### src/rtl/cmd_rr_arbiter.sv
// Round-robin arbiter sharing one controller command/response port between N_REQ requesters.
// One command in flight; the response is routed back to the requester that issued it.
module cmd_rr_arbiter #(
    parameter int unsigned N_REQ       = 4,
    parameter int unsigned IDX_WIDTH   = 2,
    parameter int unsigned KEY_WIDTH   = 64,
    parameter int unsigned VALUE_WIDTH = 64,
    parameter int unsigned TTL_WIDTH   = 32,
    parameter int unsigned CMD_WIDTH   = 8
) (
    input  logic                         clk,
    input  logic                         rst_n,
    input  logic [N_REQ-1:0]             req_valid,
    input  logic [N_REQ*CMD_WIDTH-1:0]   req_opcode,
    input  logic [N_REQ*KEY_WIDTH-1:0]   req_key,
    input  logic [N_REQ*VALUE_WIDTH-1:0] req_value,
    input  logic [N_REQ*TTL_WIDTH-1:0]   req_ttl,
    output logic [N_REQ-1:0]             req_ready,
    output logic [N_REQ-1:0]             rsp_valid,
    output logic                         rsp_success,
    output logic [VALUE_WIDTH-1:0]       rsp_value,
    output logic [TTL_WIDTH-1:0]         rsp_ttl,
    input  logic [N_REQ-1:0]             rsp_ready,
    output logic                         ctl_cmd_valid,
    output logic [CMD_WIDTH-1:0]         ctl_cmd_opcode,
    output logic [KEY_WIDTH-1:0]         ctl_cmd_key,
    output logic [VALUE_WIDTH-1:0]       ctl_cmd_value,
    output logic [TTL_WIDTH-1:0]         ctl_cmd_ttl,
    input  logic                         ctl_cmd_ready,
    input  logic                         ctl_resp_valid,
    input  logic                         ctl_resp_success,
    input  logic [VALUE_WIDTH-1:0]       ctl_resp_value,
    input  logic [TTL_WIDTH-1:0]         ctl_resp_ttl,
    output logic                         ctl_resp_ready,
    output logic                         busy,
    output logic [IDX_WIDTH-1:0]         grant_idx
);

    typedef enum logic [1:0] {StIdle, StIssue, StWait, StDeliver} state_e;

    state_e                 state_q;
    logic [IDX_WIDTH-1:0]   rr_ptr_q;
    logic [IDX_WIDTH-1:0]   grant_idx_q;
    logic [CMD_WIDTH-1:0]   opcode_q;
    logic [KEY_WIDTH-1:0]   key_q;
    logic [VALUE_WIDTH-1:0] value_q;
    logic [TTL_WIDTH-1:0]   ttl_q;
    logic                   cmd_valid_q;
    logic                   resp_ready_q;
    logic                   busy_q;
    logic [N_REQ-1:0]       rsp_valid_q;
    logic                   rsp_success_q;
    logic [VALUE_WIDTH-1:0] rsp_value_q;
    logic [TTL_WIDTH-1:0]   rsp_ttl_q;

    logic [2*N_REQ-1:0]     req_dbl;
    logic [N_REQ-1:0]       req_rot;
    logic [IDX_WIDTH-1:0]   win_off;
    logic [IDX_WIDTH:0]     win_sum;
    logic [IDX_WIDTH-1:0]   win_idx;
    logic                   win_found;
    logic [N_REQ-1:0]       win_oh;
    logic [CMD_WIDTH-1:0]   sel_opcode;
    logic [KEY_WIDTH-1:0]   sel_key;
    logic [VALUE_WIDTH-1:0] sel_value;
    logic [TTL_WIDTH-1:0]   sel_ttl;
    logic [IDX_WIDTH-1:0]   rr_next;

    // Rotate the request vector so bit 0 is the requester at rr_ptr, then take the lowest set bit.
    always_comb begin
        req_dbl   = {req_valid, req_valid} >> rr_ptr_q;
        req_rot   = req_dbl[N_REQ-1:0];
        win_off   = '0;
        for (int k = N_REQ - 1; k >= 0; k--) begin
            if (req_rot[k]) begin
                win_off = IDX_WIDTH'(k);
            end
        end
        win_sum = {1'b0, rr_ptr_q} + {1'b0, win_off};
        if (win_sum >= (IDX_WIDTH + 1)'(N_REQ)) begin
            win_sum = win_sum - (IDX_WIDTH + 1)'(N_REQ);
        end
        win_idx   = win_sum[IDX_WIDTH-1:0];
        win_found = |req_valid;
        win_oh    = N_REQ'(1) << win_idx;
    end

    always_comb begin
        sel_opcode = '0;
        sel_key    = '0;
        sel_value  = '0;
        sel_ttl    = '0;
        for (int i = 0; i < N_REQ; i++) begin
            if (win_idx == IDX_WIDTH'(i)) begin
                sel_opcode = req_opcode[i*CMD_WIDTH +: CMD_WIDTH];
                sel_key    = req_key[i*KEY_WIDTH +: KEY_WIDTH];
                sel_value  = req_value[i*VALUE_WIDTH +: VALUE_WIDTH];
                sel_ttl    = req_ttl[i*TTL_WIDTH +: TTL_WIDTH];
            end
        end
    end

    assign rr_next   = (grant_idx_q == IDX_WIDTH'(N_REQ - 1)) ? '0 : grant_idx_q + 1'b1;
    assign req_ready = (state_q == StIdle && win_found) ? win_oh : '0;

    always_ff @(posedge clk) begin
        if (!rst_n) begin
            state_q       <= StIdle;
            rr_ptr_q      <= '0;
            grant_idx_q   <= '0;
            opcode_q      <= '0;
            key_q         <= '0;
            value_q       <= '0;
            ttl_q         <= '0;
            cmd_valid_q   <= 1'b0;
            resp_ready_q  <= 1'b0;
            busy_q        <= 1'b0;
            rsp_valid_q   <= '0;
            rsp_success_q <= 1'b0;
            rsp_value_q   <= '0;
            rsp_ttl_q     <= '0;
        end else begin
            unique case (state_q)
                StIdle: begin
                    if (win_found) begin
                        opcode_q    <= sel_opcode;
                        key_q       <= sel_key;
                        value_q     <= sel_value;
                        ttl_q       <= sel_ttl;
                        grant_idx_q <= win_idx;
                        cmd_valid_q <= 1'b1;
                        busy_q      <= 1'b1;
                        state_q     <= StIssue;
                    end
                end
                StIssue: begin
                    if (ctl_cmd_ready) begin
                        cmd_valid_q  <= 1'b0;
                        resp_ready_q <= 1'b1;
                        state_q      <= StWait;
                    end
                end
                StWait: begin
                    if (ctl_resp_valid) begin
                        rsp_success_q <= ctl_resp_success;
                        rsp_value_q   <= ctl_resp_value;
                        rsp_ttl_q     <= ctl_resp_ttl;
                        resp_ready_q  <= 1'b0;
                        rsp_valid_q   <= N_REQ'(1) << grant_idx_q;
                        state_q       <= StDeliver;
                    end
                end
                StDeliver: begin
                    if (rsp_ready[grant_idx_q]) begin
                        rsp_valid_q <= '0;
                        rr_ptr_q    <= rr_next;
                        busy_q      <= 1'b0;
                        state_q     <= StIdle;
                    end
                end
                default: state_q <= StIdle;
            endcase
        end
    end

    assign ctl_cmd_valid  = cmd_valid_q;
    assign ctl_cmd_opcode = opcode_q;
    assign ctl_cmd_key    = key_q;
    assign ctl_cmd_value  = value_q;
    assign ctl_cmd_ttl    = ttl_q;
    assign ctl_resp_ready = resp_ready_q;
    assign rsp_valid      = rsp_valid_q;
    assign rsp_success    = rsp_success_q;
    assign rsp_value      = rsp_value_q;
    assign rsp_ttl        = rsp_ttl_q;
    assign busy           = busy_q;
    assign grant_idx      = grant_idx_q;

endmodule

### config.mk
export PLATFORM = sky130hd
export DESIGN_NAME = cmd_rr_arbiter
export DESIGN_NICKNAME = d
export VERILOG_FILES = /design/src/rtl/cmd_rr_arbiter.sv
export SDC_FILE = /design/constraint.sdc
export NUM_CORES = 1
export LEC_CHECK = 0
export BUFFER_PORTS_ARGS = -buffer_cell sky130_fd_sc_hd__clkbuf_2
export CAP_MARGIN = 20
export CORE_AREA = 2 2 418 420
export CTS_CLUSTER_SIZE = 24
export DETAILED_ROUTE_END_ITERATION = 6
export DIE_AREA = 0 0 420 422
export SLEW_MARGIN = 5
export SYNTH_ARGS = -nofsm -noshare
export SYNTH_HDL_FRONTEND = slang
export SYNTH_SLANG_ARGS = --single-unit
### constraint.sdc
create_clock -name clk -period 8.02 [get_ports clk]
set_input_delay 0.802 -clock clk [delete_from_list [all_inputs] [get_ports clk]]
set_output_delay 0.802 -clock clk [all_outputs]
set_load 0.01 [all_outputs]
Word-level counts from Yosys, hierarchy flattened:

Cells that the tools add are included.

* eq/ne operators: 11
* order comparisons: 2
* reductions and logical operators: 16
* multiplexer cells: 41
* add/subtract/negate cells: 3
* shift-type cells: 3

Operators with widths (number)
* 64-bit two-way mux: 8
* 32-bit two-way mux: 4
* 8-bit two-way mux: 4
* 2-bit two-way mux: 10
* 4-bit two-way mux: 3
* 3-bit AND reduction: 4
* 2-bit equality test (second input constant): 5
* 2-bit inequality test (second input constant): 4
* 2-bit case mux with 4 select lines: 1
* 4-bit case mux with 2 select lines: 1
* 2-bit nonzero test: 4
* 1-bit by 2-bit left shift with 4-bit output (first input constant): 2
* 8-bit by 2-bit >> shifter with 4-bit output: 1
* 1-bit two-way mux: 6
* 1-bit case mux with 2 select lines: 3
* 2-bit AND reduction: 3
* 2-bit by 1-bit equality test with 1-bit output (second input constant): 2
* 2-bit logical NOT: 2
* 4-bit AND reduction: 1
* 4-bit OR reduction: 1
* 2-bit by 2-bit adder with 3-bit output: 1
* 3-bit greater-or-equal comparator (second input constant): 1
* 2-bit by 3-bit less-than comparator with 1-bit output (second input constant): 1
* 2-bit by 1-bit adder with 2-bit output (second input constant): 1
* other kinds (3): 3

* logic and storage cells: 90
* register bits: 278
* input port bits: 781
* output and inout port bits: 278

Depth between registers and ports, before layout:

Gate-level depths: netlist of run 1.

* depth in word-level cells: 13
* gate-level depth with buffers: 14
* gate-level depth less buffers: 11

Least setup slack after synthesis of run 1:

No wires, ideal clock.

* path kind: input to output
* start: in req_valid[2]
* end: out req_ready[0]
* path buffers: 4
* required time: 7.218 ns
* slack: 4.223 ns
* stages: 10
* arrival: 2.995 ns
* cell sequence: buf_2 > or4_1 > o211ai_1 > ha_1 > xor2_1 > xnor2_4 > buf_6 > buf_6 > clkbuf_1 > nor3_1

* longest elaborated chain between the ends: 10
* elaborated cells between the ends (all ways): 13
* classes of those cells: add/sub (2); order compare (1); shift (2); mux (6); reduce/logical (2)

Ends and longest elaborated chain
* from (decl): line 13 `input logic [N_REQ-1:0] req_valid,`
* 8-bit by 2-bit >> shifter with 4-bit output: line 71 `req_dbl = {req_valid, req_valid} >> rr_ptr_q;`
* 2-bit two-way mux (4 in series): line 75 `if (req_rot[k]) begin`
* 2-bit by 2-bit adder with 3-bit output: line 79 `win_sum = {1'b0, rr_ptr_q} + {1'b0, win_off};`
* 3-bit greater-or-equal comparator / 2-bit by 1-bit subtractor with 2-bit output (equally long branches): line 80, 81
* 2-bit two-way mux: line 80 `if (win_sum >= (IDX_WIDTH + 1)'(N_REQ)) begin`
* 1-bit by 2-bit left shift with 4-bit output: line 85 `win_oh = N_REQ'(1) << win_idx;`
* 4-bit two-way mux *: line 104 `assign req_ready = (state_q == StIdle && win_found) ? win_oh : '0;`
* to (decl): line 18 `output logic [N_REQ-1:0] req_ready,`

Mark *: on every way between the ends. The rest lies on a longest branch, timed or not.

Worst setup path in the final report of run 1:

* start: reg rr_ptr_q[0]
* end: out req_ready[3]

* longest elaborated chain between the ends: 10
* elaborated cells between the ends (all ways): 11
* classes of those cells: add/sub (2); order compare (1); shift (2); mux (6)

Ends and longest elaborated chain
* from (decl): line 42 `logic [IDX_WIDTH-1:0] rr_ptr_q;`
* from (signal assigned): line 156 `rr_ptr_q <= rr_next;`
* 8-bit by 2-bit >> shifter with 4-bit output: line 71
* 2-bit two-way mux (4 in series): line 75
* 2-bit by 2-bit adder with 3-bit output *: line 79
* 3-bit greater-or-equal comparator / 2-bit by 1-bit subtractor with 2-bit output (equally long branches): line 80, 81
* 2-bit two-way mux *: line 80
* 1-bit by 2-bit left shift with 4-bit output *: line 85
* 4-bit two-way mux *: line 104

Marks and branches as above.

==> flow_results.xml, run 1 <==
<?xml version="1.0" encoding="UTF-8"?>
<metrics>
  <group name="clock_tree">
    <metric name="hold_buffers" unit="">0</metric>
    <metric name="tritoncts" unit="">built</metric>
    <metric name="cts_post_setup_buffers_inserted" unit="">0</metric>
    <metric name="cts-root-buf" unit="">sky130_fd_sc_hd__clkbuf_16</metric>
    <metric name="cts-buffers-inserted" unit="">41</metric>
    <metric name="cts.reportedPaths.clkPinSlew" unit="ps">60</metric>
    <metric name="cts_sinks" unit="">278</metric>
    <metric name="cts_repair_resize_count" unit="">0</metric>
    <metric name="worstSkewPairLatency" unit="ps">620</metric>
    <metric name="ctsHtreeMaxLevel" unit="">2</metric>
    <metric name="cts_max_path_buffers" unit="">3</metric>
  </group>
  <group name="timing">
    <metric name="count_of_pins_over_their_slew_limit" unit="">0</metric>
    <metric name="totalNegativeSetupSlack" unit="ps">0</metric>
    <metric name="final_hold_viol_count" unit="">0</metric>
    <metric name="worst_slew_margin_rel" unit="%">14.0</metric>
    <metric name="fmax" unit="GHz">0.217</metric>
    <metric name="max_slew.worst_pin.slew" unit="ps">1290</metric>
    <metric name="final-setup-viol-count" unit="">0</metric>
    <metric name="setup_repair_after_global_routing_missed_its_margin" unit="">false</metric>
    <metric name="final.period_utilization" unit="%">57.5</metric>
    <metric name="setup_slack" unit="ps">3410</metric>
    <metric name="fin_worst_skew" unit="ps">32.0</metric>
    <metric name="final_period_minus_worst_setup_slack" unit="ps">4610</metric>
  </group>
  <group name="final_layout">
    <metric name="syn_to_final_growth" unit="%">63.4</metric>
    <metric name="layout-drive-gt1-share" unit="%">46.3</metric>
    <metric name="fill_cells" unit="">19927</metric>
    <metric name="seqCellArea" unit="µm²">5570</metric>
    <metric name="fin_nets" unit="">3553</metric>
    <metric name="area_of_the_multi_input_gates" unit="µm²">8580</metric>
  </group>
  <group name="worst_setup_path">
    <metric name="critical_path.max_fanout" unit="">37</metric>
    <metric name="reg2reg_depth" unit="">11</metric>
    <metric name="critical_path_required" unit="ps">7220</metric>
    <metric name="critical_path_arrival" unit="ps">3810</metric>
    <metric name="worst_setup_path_end_kind" unit="">output pin</metric>
    <metric name="setup.worst_path.class" unit="">reg -&gt; out</metric>
    <metric name="crit_path_start_kind" unit="">register</metric>
  </group>
  <group name="yosys">
    <metric name="synthSimpleGateAreaFrac" unit="%">19.5</metric>
    <metric name="synth.yosys.seq_area_share" unit="%">37.7</metric>
    <metric name="synth-adder-area-share" unit="%">0.763</metric>
    <metric name="synth_mux_area_share" unit="%">18.5</metric>
    <metric name="synth_top_flop_cell" unit="">sky130_fd_sc_hd__dfxtp_1</metric>
    <metric name="synthesis.instances" unit="">1799</metric>
    <metric name="netlist_top_cells_area" unit="">sky130_fd_sc_hd__dfxtp_1 38%, sky130_fd_sc_hd__nand2_1 12%, sky130_fd_sc_hd__o21ai_0 8.3%, sky130_fd_sc_hd__mux2_2 6.9%, sky130_fd_sc_hd__mux4_2 6.3%</metric>
    <metric name="synth.ff_latch_count" unit="">278</metric>
    <metric name="post-synth-top-count-cell" unit="">sky130_fd_sc_hd__nand2_1</metric>
    <metric name="netlist_top_cells_count" unit="">471 x sky130_fd_sc_hd__nand2_1, 278 x sky130_fd_sc_hd__dfxtp_1, 246 x sky130_fd_sc_hd__o21ai_0, 127 x sky130_fd_sc_hd__clkbuf_1, 121 x sky130_fd_sc_hd__a21boi_0</metric>
    <metric name="post_synth_num_cell_types" unit="">42</metric>
    <metric name="synth_area_leader_cell" unit="">sky130_fd_sc_hd__dfxtp_1</metric>
    <metric name="synth_top_cell_area_share" unit="%">37.7</metric>
    <metric name="yosys_warnings" unit="">0</metric>
    <metric name="syn_avg_cell_area" unit="µm²">8.21</metric>
    <metric name="synth-edff-count" unit="">0</metric>
    <metric name="netlist_area" unit="µm²">14800</metric>
    <metric name="synth-async-reset-ratio" unit="%">0</metric>
    <metric name="synth_compound_area_share" unit="%">18.5</metric>
    <metric name="main_combinational_cell_family_by_area_after_synthesis" unit="">simple AND/OR/NAND/NOR gates</metric>
    <metric name="syn_nets" unit="">2589</metric>
    <metric name="post_synth_xor_area_fraction" unit="%">0.415</metric>
  </group>
  <group name="floorplan">
    <metric name="die-height" unit="µm">422</metric>
    <metric name="std_cell_rows" unit="">153</metric>
    <metric name="initial_core_util" unit="%">8.54</metric>
    <metric name="die_area" unit="µm²">177000</metric>
    <metric name="ioPinCount" unit="">1059</metric>
    <metric name="core" unit="µm²">173000</metric>
    <metric name="die_width" unit="µm">420</metric>
  </group>
  <group name="pwr">
    <metric name="vdd_drop_max" unit="µV">145</metric>
    <metric name="power.density" unit="nW/µm²">293</metric>
    <metric name="leakage" unit="µW">0.0104</metric>
  </group>
  <group name="placement">
    <metric name="place.port_buffers" unit="">1058</metric>
    <metric name="pre_cts_ws" unit="ps">3420</metric>
    <metric name="detailed_place_hpwl" unit="µm">115000</metric>
    <metric name="finalWeightedCongestion" unit="">1.06</metric>
  </group>
  <group name="global_routing">
    <metric name="globalRouteOverflowTotal" unit="">0</metric>
    <metric name="gr-usage-all-layers" unit="%">14.4</metric>
    <metric name="antenna_found_initial" unit="">156</metric>
    <metric name="grt_pass1_vias" unit="">17196</metric>
    <metric name="grt_start_max_net_pins" unit="">102</metric>
    <metric name="grt_first_pass_wirelength" unit="µm">168000</metric>
  </group>
  <group name="detailed_routing">
    <metric name="route.detailed.drc" unit="">6</metric>
    <metric name="routed-via-count" unit="">18687</metric>
    <metric name="drt_pre_antenna_iters" unit="">7</metric>
    <metric name="totalWireLength" unit="µm">134000</metric>
    <metric name="drt-wirelength-per-cell" unit="µm">25.9</metric>
    <metric name="drt_iter0_drc" unit="">1737</metric>
    <metric name="route.detailed.vias_per_inst" unit="">3.62</metric>
    <metric name="number_of_routed_nets_with_antenna_violations" unit="">0</metric>
  </group>
  <group name="hold_path">
    <metric name="worst_hold_path_type" unit="">in -&gt; reg</metric>
    <metric name="hold_depth" unit="">3</metric>
  </group>
  <group name="run">
    <metric name="maxcap_viol_count" unit="">0</metric>
  </group>
  <group name="status">
    <metric name="violations" unit="">DRC</metric>
    <metric name="status" unit="">complete, but fails checks</metric>
  </group>
</metrics>
kinds of logic (layout without fill, tap and decap cells):
kind of cell | after synthesis | in the layout
fa+ha+maj | 9 | 9
mux | 210 | 210
compound gates | 445 | 445
flops | 278 | 278
buf+inv | 168 | 1163
other cells | 0 | 43
xor+xnor | 4 | 4
simple gates | 685 | 685
layout by cell type (no fill, tap or decap), drive strengths merged, types with 19 or more instances in the layout:
master / n
dfxtp: 278
nand3: 118
a21boi: 125
mux2i: 78
diode: 43
o21ai: 252
or3: 19
nand2: 471
buf: 26
mux2: 91
mux4: 41
clkbuf: 1114
a21oi: 25
nor2: 36
state kept, by name, indices dropped and copies added (netlist names):
register and count:
busy 1, ctl_cmd_key 64, ctl_cmd_opcode 8, ctl_cmd_ttl 32, ctl_cmd_valid 1, ctl_cmd_value 64
ctl_resp_ready 1, grant_idx 2, rr_ptr_q 2, rsp_success 1, rsp_ttl 32, rsp_valid 4
rsp_value 64, state_q 2
through the flow:
step	util [%]	area (µm²)	total power, µW	instances	hold WS (ps)
3_5_place_dp	13.1	22600	5230	5045	448
6_report	14.0	24100	7060	5162	408
3_3_place_gp	13.1	22600	5180	5044	444
2_1_floorplan	-	14800	3540	1799	478
5_1_grt	13.9	24100	7470	5135	369
4_1_cts	13.9	24000	7230	5119	328
final cells by class:
type	count	share of cell area (%)
Multi-Input combinational cell	1353	35.5
Sequential cell	278	23.1
Timing Repair Buffer	1083	23.0
Tap cell	2325	12.1
Clock buffer	57	4.79
Clock inverter	17	1.04
Antenna cell	43	0.446
Inverter	6	0.0933
path summary, 6_finish.rpt:
check,start,endpoint,slack (ps)
setup / recovery,rr_ptr_q[0]$_SDFFE_PN0P_,req_ready[3],3410
hold / removal,ctl_resp_value[58],rsp_value[58]$_SDFFE_PN0P_,410
setup reg to reg,rr_ptr_q[0]$_SDFFE_PN0P_,ctl_cmd_key[5]$_SDFFE_PN0P_,3700
hold reg to reg,ctl_cmd_opcode[4]$_SDFFE_PN0P_,ctl_cmd_opcode[4]$_SDFFE_PN0P_,460
critical path, stage by stage (launching register included):
cell                       delay [ps]
sky130_fd_sc_hd__dfxtp_1          600
sky130_fd_sc_hd__nor3_1           120
sky130_fd_sc_hd__a311oi_1         280
sky130_fd_sc_hd__o211ai_1         180
sky130_fd_sc_hd__ha_4             210
sky130_fd_sc_hd__xnor2_1          390
sky130_fd_sc_hd__xnor2_4          110
sky130_fd_sc_hd__buf_4            290
sky130_fd_sc_hd__nor2_4           730
sky130_fd_sc_hd__clkbuf_2         270
layer usage:
layer | share of wire (%) | track usage (%)
met2 | 48 | 24.2
met3 | 12 | 7.07
met5 | 0.44 | 0
met4 | 4.0 | 5.65
met1 | 35 | 15.3
power by group:
group / internal, µW / total (µW) / switching, µW / leakage (µW)
clock network: 1150 / 1940 / 794 / 0.000677
registers: 1810 / 2070 / 262 / 0.00228
logic: 1070 / 3050 / 1990 / 0.00744
Note: power is estimated with default switching activity, not from simulation.
==> run 2, diff against run 1 <==
- CORE_AREA: 2 2 418 420 -> 2 2 408 410
- DIE_AREA: 0 0 420 422 -> 0 0 410 412
- clock period: 8.02 -> 4.4 ns (I/O delays scaled with it)
==> flow_results.xml, run 2 (synthesis results as in run 1) <==
<?xml version="1.0" encoding="UTF-8"?>
<metrics>
  <group name="hold_path">
    <metric name="worst_hold_path_type" unit="">in -&gt; reg</metric>
  </group>
  <group name="status">
    <metric name="status" unit="">complete, but fails checks</metric>
    <metric name="violations" unit="">antenna rules</metric>
  </group>
  <group name="floorplan">
    <metric name="die-height" unit="µm">412</metric>
    <metric name="ioPinCount" unit="">1059</metric>
    <metric name="die_area" unit="µm²">169000</metric>
    <metric name="core" unit="µm²">164000</metric>
    <metric name="std_cell_rows" unit="">149</metric>
    <metric name="die_width" unit="µm">410</metric>
    <metric name="initial_core_util" unit="%">8.99</metric>
  </group>
  <group name="worst_setup_path">
    <metric name="critical_path_required" unit="ps">3960</metric>
    <metric name="critical_path_arrival" unit="ps">3560</metric>
    <metric name="crit_path_start_kind" unit="">register</metric>
    <metric name="crit_slowest_cell" unit="">sky130_fd_sc_hd__or4_1</metric>
    <metric name="crit_path_cell_trace" unit="">or4_1 -&gt; o211ai_1 -&gt; ha_4 -&gt; xor2_1 -&gt; xnor2_4 -&gt; buf_12 -&gt; nor2_2 -&gt; clkbuf_2</metric>
    <metric name="critical_path.max_fanout" unit="">17</metric>
    <metric name="setup.worst_path.class" unit="">reg -&gt; out</metric>
    <metric name="worst_setup_path_end_kind" unit="">output pin</metric>
    <metric name="timing.critical_path.slowest_cell_delay" unit="ps">570</metric>
  </group>
  <group name="detailed_routing">
    <metric name="totalWireLength" unit="µm">128000</metric>
    <metric name="drt_pre_antenna_iters" unit="">5</metric>
    <metric name="drt_iter0_drc" unit="">1416</metric>
    <metric name="route.detailed.vias_per_inst" unit="">3.64</metric>
    <metric name="drt-wirelength-per-cell" unit="µm">25.4</metric>
    <metric name="number_of_routed_nets_with_antenna_violations" unit="">1</metric>
    <metric name="routed-via-count" unit="">18397</metric>
    <metric name="route.detailed.drc" unit="">0</metric>
  </group>
  <group name="final_layout">
    <metric name="commonest_cells_after_routing_fill_and_taps_aside" unit="">1057 x sky130_fd_sc_hd__clkbuf_2, 469 x sky130_fd_sc_hd__nand2_1, 278 x sky130_fd_sc_hd__dfxtp_1, 246 x sky130_fd_sc_hd__o21ai_0, 121 x sky130_fd_sc_hd__a21boi_0</metric>
    <metric name="fin_nets" unit="">3576</metric>
    <metric name="most_common_cell_after_layout_fill_and_taps_aside" unit="">sky130_fd_sc_hd__clkbuf_2</metric>
    <metric name="syn_to_final_growth" unit="%">63.5</metric>
    <metric name="layout-drive-gt1-share" unit="%">46.8</metric>
    <metric name="utilization" unit="%">14.7</metric>
  </group>
  <group name="timing">
    <metric name="final-setup-viol-count" unit="">0</metric>
    <metric name="count_of_pins_over_their_slew_limit" unit="">0</metric>
    <metric name="worst_slew_margin_rel" unit="%">28.3</metric>
    <metric name="fin_worst_skew" unit="ps">50.9</metric>
    <metric name="setup_repair_after_global_routing_missed_its_margin" unit="">false</metric>
    <metric name="totalNegativeSetupSlack" unit="ps">0</metric>
    <metric name="final_period_minus_worst_setup_slack" unit="ps">4000</metric>
    <metric name="max_slew.worst_pin.slew" unit="ps">1070</metric>
    <metric name="hold_slack" unit="ps">63.3</metric>
    <metric name="final_hold_viol_count" unit="">0</metric>
    <metric name="setup_slack" unit="ps">400</metric>
    <metric name="fmax" unit="GHz">0.250</metric>
    <metric name="final.period_utilization" unit="%">90.9</metric>
  </group>
  <group name="global_routing">
    <metric name="globalRouteOverflowTotal" unit="">0</metric>
    <metric name="grt_pass1_vias" unit="">17451</metric>
    <metric name="grt_first_pass_wirelength" unit="µm">162000</metric>
    <metric name="antenna_found_initial" unit="">111</metric>
    <metric name="grt_start_max_net_pins" unit="">142</metric>
    <metric name="gr-usage-all-layers" unit="%">14.4</metric>
  </group>
  <group name="placement">
    <metric name="pre_cts_ws" unit="ps">703</metric>
    <metric name="finalWeightedCongestion" unit="">1.01</metric>
    <metric name="detailed_place_hpwl" unit="µm">109000</metric>
    <metric name="place.port_buffers" unit="">1058</metric>
  </group>
  <group name="pwr">
    <metric name="vdd_drop_max" unit="µV">287</metric>
    <metric name="leakage" unit="µW">0.0105</metric>
    <metric name="power.density" unit="nW/µm²">536</metric>
  </group>
  <group name="clock_tree">
    <metric name="tritoncts" unit="">built</metric>
    <metric name="cts.reportedPaths.clkPinSlew" unit="ps">60</metric>
    <metric name="cts_post_setup_buffers_inserted" unit="">0</metric>
    <metric name="cts_sinks" unit="">278</metric>
    <metric name="ctsHtreeMaxLevel" unit="">2</metric>
    <metric name="cts_max_path_buffers" unit="">3</metric>
    <metric name="cts-buffers-inserted" unit="">41</metric>
    <metric name="worstSkewPairLatency" unit="ps">640</metric>
    <metric name="cts-root-buf" unit="">sky130_fd_sc_hd__clkbuf_16</metric>
  </group>
  <group name="run">
    <metric name="maxcap_viol_count" unit="">0</metric>
  </group>
</metrics>
[run 2: cell types whose count changed in the layout (fill, tap and decap cells not counted), moves of 2 or more]
| cell | change |
|---|---|
| sky130_fd_sc_hd__buf_4 | +18 |
| sky130_fd_sc_hd__clkinv_2 | +5 |
| sky130_fd_sc_hd__buf_12 | +3 |
| sky130_fd_sc_hd__clkbuf_1 | -3 |
| sky130_fd_sc_hd__bufinv_16 | -2 |
| sky130_fd_sc_hd__clkbuf_8 | +2 |
| sky130_fd_sc_hd__dlygate4sd3_1 | +2 |
| sky130_fd_sc_hd__nor2_1 | -2 |
| sky130_fd_sc_hd__nor2_2 | +2 |
[run 2: routing by layer]
| metal | vias to the layer above | GRT usage [%] | wire [µm] |
|---|---|---|---|
| li1 | 8322 | - | - |
| met4 | 32 | 4.50 | 4050 |
| met3 | 223 | 5.53 | 13300 |
| met1 | 8786 | 17.0 | 50400 |
| met2 | 1034 | 23.8 | 60500 |
| met5 | - | 0 | 208 |
[run 2: power breakdown]
part / leakage, µW / internal, µW / switching (µW)
logic: 0.00756 / 2020 / 3630
clock network: 0.000682 / 2000 / 1520
registers: 0.00228 / 3290 / 483
[run 2: what timing repair did]
action	CTS	global route
resized for setup	0	1
endpoints found under the setup margin	0	1
hold endpoints to repair	2	0
hold buffers	2	0
[run 2: cell type report]
cell class | count | area (µm²)
timing repair buffer | 1106 | 5750
fill | 18853 | 140000
multi-input combinational | 1353 | 8580
inverter | 6 | 22.5
tap | 2189 | 2740
clock buffer | 56 | 1170
clock inverter | 19 | 213
sequential | 278 | 5570
antenna | 42 | 105
[run 2: per-stage QoR]
stage	power, µW	area, µm²	cells
finish	13000	24100	5049
floorplan	6460	14800	1799
detailed placement	9620	22600	4930
CTS	13300	24000	5007
global placement	9590	22600	4930
global route	13800	24100	5020
[run 2: critical path: cells and delay by family (launching register included)]
family | cells | cell delay, ps
adders and majority gates | 1 | 190
buffers and inverters | 2 | 470
DFF | 1 | 440
AOI/OAI and AO/OA | 1 | 160
and+or+nand+nor | 2 | 1020
xor gates and xnor gates | 2 | 680
[run 2: worst paths after layout]
| path | cells past startpoint | endpoint | startpoint | slack, ps |
|---|---|---|---|---|
| min reg2reg | 2 | ctl_cmd_value[21]$_SDFFE_PN0P_ | ctl_cmd_value[21]$_SDFFE_PN0P_ | 460 |
| max | 8 | req_ready[1] | rr_ptr_q[0]$_SDFFE_PN0P_ | 400 |
| min | 3 | ctl_cmd_ttl[23]$_SDFFE_PN0P_ | req_ttl[119] | 60 |
| max reg2reg | 10 | ctl_cmd_value[0]$_SDFFE_PN0P_ | rr_ptr_q[0]$_SDFFE_PN0P_ | 1020 |
==> run 3, diff against run 2 <==
- BUFFER_PORTS_ARGS: -buffer_cell sky130_fd_sc_hd__clkbuf_2 -> -buffer_cell sky130_fd_sc_hd__buf_2
==> flow_results.xml, run 3 (synthesis results as in run 1) <==
<?xml version="1.0" encoding="UTF-8"?>
<metrics>
  <group name="timing">
    <metric name="final_hold_viol_count" unit="">0</metric>
    <metric name="final_period_minus_worst_setup_slack" unit="ps">3940</metric>
    <metric name="max_slew.worst_pin.slew" unit="ps">1280</metric>
    <metric name="totalNegativeSetupSlack" unit="ps">0</metric>
    <metric name="final-setup-viol-count" unit="">0</metric>
    <metric name="fin_worst_skew" unit="ps">19.7</metric>
    <metric name="worst_slew_margin_rel" unit="%">14.5</metric>
    <metric name="fmax" unit="GHz">0.254</metric>
    <metric name="final.period_utilization" unit="%">89.5</metric>
    <metric name="setup_repair_after_global_routing_missed_its_margin" unit="">false</metric>
    <metric name="count_of_pins_over_their_slew_limit" unit="">0</metric>
  </group>
  <group name="worst_setup_path">
    <metric name="worstSetupStartpoint" unit="">rr_ptr_q[0]$_SDFFE_PN0P_</metric>
    <metric name="critical_path_required" unit="ps">3960</metric>
    <metric name="worst_setup_path_end_kind" unit="">output pin</metric>
    <metric name="critical_path_arrival" unit="ps">3500</metric>
    <metric name="reg2reg_setup_slack" unit="ps">750</metric>
    <metric name="setup.worst_path.class" unit="">reg -&gt; out</metric>
    <metric name="critical_path.max_fanout" unit="">49</metric>
    <metric name="r2r-start" unit="">rr_ptr_q[0]$_SDFFE_PN0P_</metric>
    <metric name="crit_path_start_kind" unit="">register</metric>
  </group>
  <group name="detailed_routing">
    <metric name="routed-via-count" unit="">18656</metric>
    <metric name="route.detailed.drc" unit="">0</metric>
    <metric name="number_of_routed_nets_with_antenna_violations" unit="">0</metric>
    <metric name="route.detailed.vias_per_inst" unit="">3.69</metric>
    <metric name="drt_iter0_drc" unit="">1485</metric>
    <metric name="drt-wirelength-per-cell" unit="µm">25.6</metric>
    <metric name="drt_pre_antenna_iters" unit="">7</metric>
    <metric name="totalWireLength" unit="µm">129000</metric>
  </group>
  <group name="clock_tree">
    <metric name="hold_buffers" unit="">0</metric>
    <metric name="cts-root-buf" unit="">sky130_fd_sc_hd__clkbuf_16</metric>
    <metric name="worstSkewPairLatency" unit="ps">620</metric>
    <metric name="tritoncts" unit="">built</metric>
    <metric name="cts_max_path_buffers" unit="">3</metric>
    <metric name="cts_post_setup_buffers_inserted" unit="">0</metric>
    <metric name="cts.reportedPaths.clkPinSlew" unit="ps">60</metric>
    <metric name="ctsHtreeMaxLevel" unit="">2</metric>
    <metric name="cts_sinks" unit="">278</metric>
    <metric name="cts_repair_resize_count" unit="">0</metric>
    <metric name="cts-buffers-inserted" unit="">42</metric>
  </group>
  <group name="pwr">
    <metric name="vdd_drop_max" unit="µV">271</metric>
    <metric name="leakage" unit="µW">0.0106</metric>
    <metric name="share_seq_of_total_power" unit="%">28.6</metric>
    <metric name="power.density" unit="nW/µm²">541</metric>
    <metric name="clock_power_share" unit="%">28.0</metric>
    <metric name="internal-power" unit="µW">7510</metric>
    <metric name="comb_power_share" unit="%">43.4</metric>
    <metric name="sw_frac_of_total" unit="%">42.9</metric>
    <metric name="p_switching" unit="µW">5630</metric>
  </group>
  <group name="floorplan">
    <metric name="core" unit="µm²">164000</metric>
    <metric name="die-height" unit="µm">412</metric>
    <metric name="std_cell_rows" unit="">149</metric>
    <metric name="ioPinCount" unit="">1059</metric>
    <metric name="die_width" unit="µm">410</metric>
    <metric name="die_area" unit="µm²">169000</metric>
    <metric name="initial_core_util" unit="%">8.99</metric>
  </group>
  <group name="placement">
    <metric name="detailed_place_hpwl" unit="µm">109000</metric>
    <metric name="place_inst" unit="">4933</metric>
    <metric name="place.port_buffers" unit="">1058</metric>
    <metric name="finalWeightedCongestion" unit="">0.978</metric>
  </group>
  <group name="global_routing">
    <metric name="gr-usage-all-layers" unit="%">14.4</metric>
    <metric name="antenna_found_initial" unit="">134</metric>
    <metric name="globalRouteOverflowTotal" unit="">0</metric>
    <metric name="grt_start_max_net_pins" unit="">166</metric>
    <metric name="grt_pass1_vias" unit="">17779</metric>
    <metric name="grt_first_pass_wirelength" unit="µm">163000</metric>
  </group>
  <group name="final_layout">
    <metric name="area_of_the_multi_input_gates" unit="µm²">8580</metric>
    <metric name="most_common_cell_after_layout_fill_and_taps_aside" unit="">sky130_fd_sc_hd__buf_2</metric>
    <metric name="commonest_cells_after_routing_fill_and_taps_aside" unit="">1057 x sky130_fd_sc_hd__buf_2, 469 x sky130_fd_sc_hd__nand2_1, 278 x sky130_fd_sc_hd__dfxtp_1, 246 x sky130_fd_sc_hd__o21ai_0, 121 x sky130_fd_sc_hd__a21boi_0</metric>
    <metric name="seqCellArea" unit="µm²">5570</metric>
    <metric name="finalNonFillerCells" unit="">5050</metric>
    <metric name="layout-drive-gt1-share" unit="%">47.0</metric>
    <metric name="fill_cells" unit="">18911</metric>
    <metric name="syn_to_final_growth" unit="%">64.7</metric>
    <metric name="fin_nets" unit="">3578</metric>
  </group>
  <group name="hold_path">
    <metric name="worst_hold_path_type" unit="">in -&gt; reg</metric>
    <metric name="hold_start" unit="">ctl_resp_ttl[19]</metric>
  </group>
  <group name="status">
    <metric name="status" unit="">finished, final reports clean</metric>
  </group>
  <group name="run">
    <metric name="maxcap_viol_count" unit="">0</metric>
  </group>
</metrics>
run 3: stage by stage:
stage / total power (µW) / util [%] / area (µm²) / setup slack, ps / hold slack, ps
finish: 13100 / 14.8 / 24300 / 463 / 79.9
global route: 14000 / 14.8 / 24200 / 293 / 46.9
CTS: 13500 / 14.7 / 24200 / 412 / 15.4
detailed placement: 9670 / 13.9 / 22800 / 680 / 442
global placement: 9620 / 13.8 / 22700 / 598 / 440
floorplan: 6460 / - / 14800 / 1330 / 478
run 3: layout make-up:
type	instances	area share, %
Tap cell	2189	11.3
Clock inverter	23	1.19
Sequential cell	278	22.9
Multi-Input combinational cell	1353	35.3
Timing Repair Buffer	1107	24.1
Antenna cell	40	0.412
Clock buffer	54	4.80
Inverter	6	0.0926
run 3: metal layers:
| metal | vias up | routed length, µm | GRT usage [%] |
|---|---|---|---|
| met5 | - | 253 | 0 |
| met4 | 40 | 3300 | 3.71 |
| met3 | 225 | 15200 | 6.53 |
| met2 | 1090 | 61900 | 24.3 |
| met1 | 8975 | 48500 | 16.4 |
| li1 | 8326 | - | - |
run 3: critical path, stage by stage (launching register included):
cell and delay, ps:
sky130_fd_sc_hd__dfxtp_1 640, sky130_fd_sc_hd__nor3_1 130, sky130_fd_sc_hd__a311oi_1 280, sky130_fd_sc_hd__o211ai_1 170
sky130_fd_sc_hd__ha_4 200, sky130_fd_sc_hd__xor2_1 200, sky130_fd_sc_hd__xnor2_4 470, sky130_fd_sc_hd__buf_16 230
sky130_fd_sc_hd__buf_12 280, sky130_fd_sc_hd__nor3_1 70, sky130_fd_sc_hd__buf_2 150
run 3: path summary, 6_finish.rpt:
kind	to	cells past startpoint
worst max-delay path	req_ready[0]	10
worst min-delay path	rsp_ttl[19]$_SDFFE_PN0P_	3
worst max register to register	ctl_cmd_key[21]$_SDFFE_PN0P_	10
worst min register to register	ctl_cmd_value[11]$_SDFFE_PN0P_	2
run 3: power groups by stage:
| stage | Sequential (µW) | Combinational, µW | Clock (µW) |
|---|---|---|---|
| CTS | 3760 | 5900 | 3840 |
| floorplan | 4070 | 2390 | 0 |
| finish | 3760 | 5710 | 3680 |
| detailed placement | 3790 | 5890 | 0 |
| global placement | 3770 | 5840 | 0 |
| global route | 3840 | 6260 | 3910 |
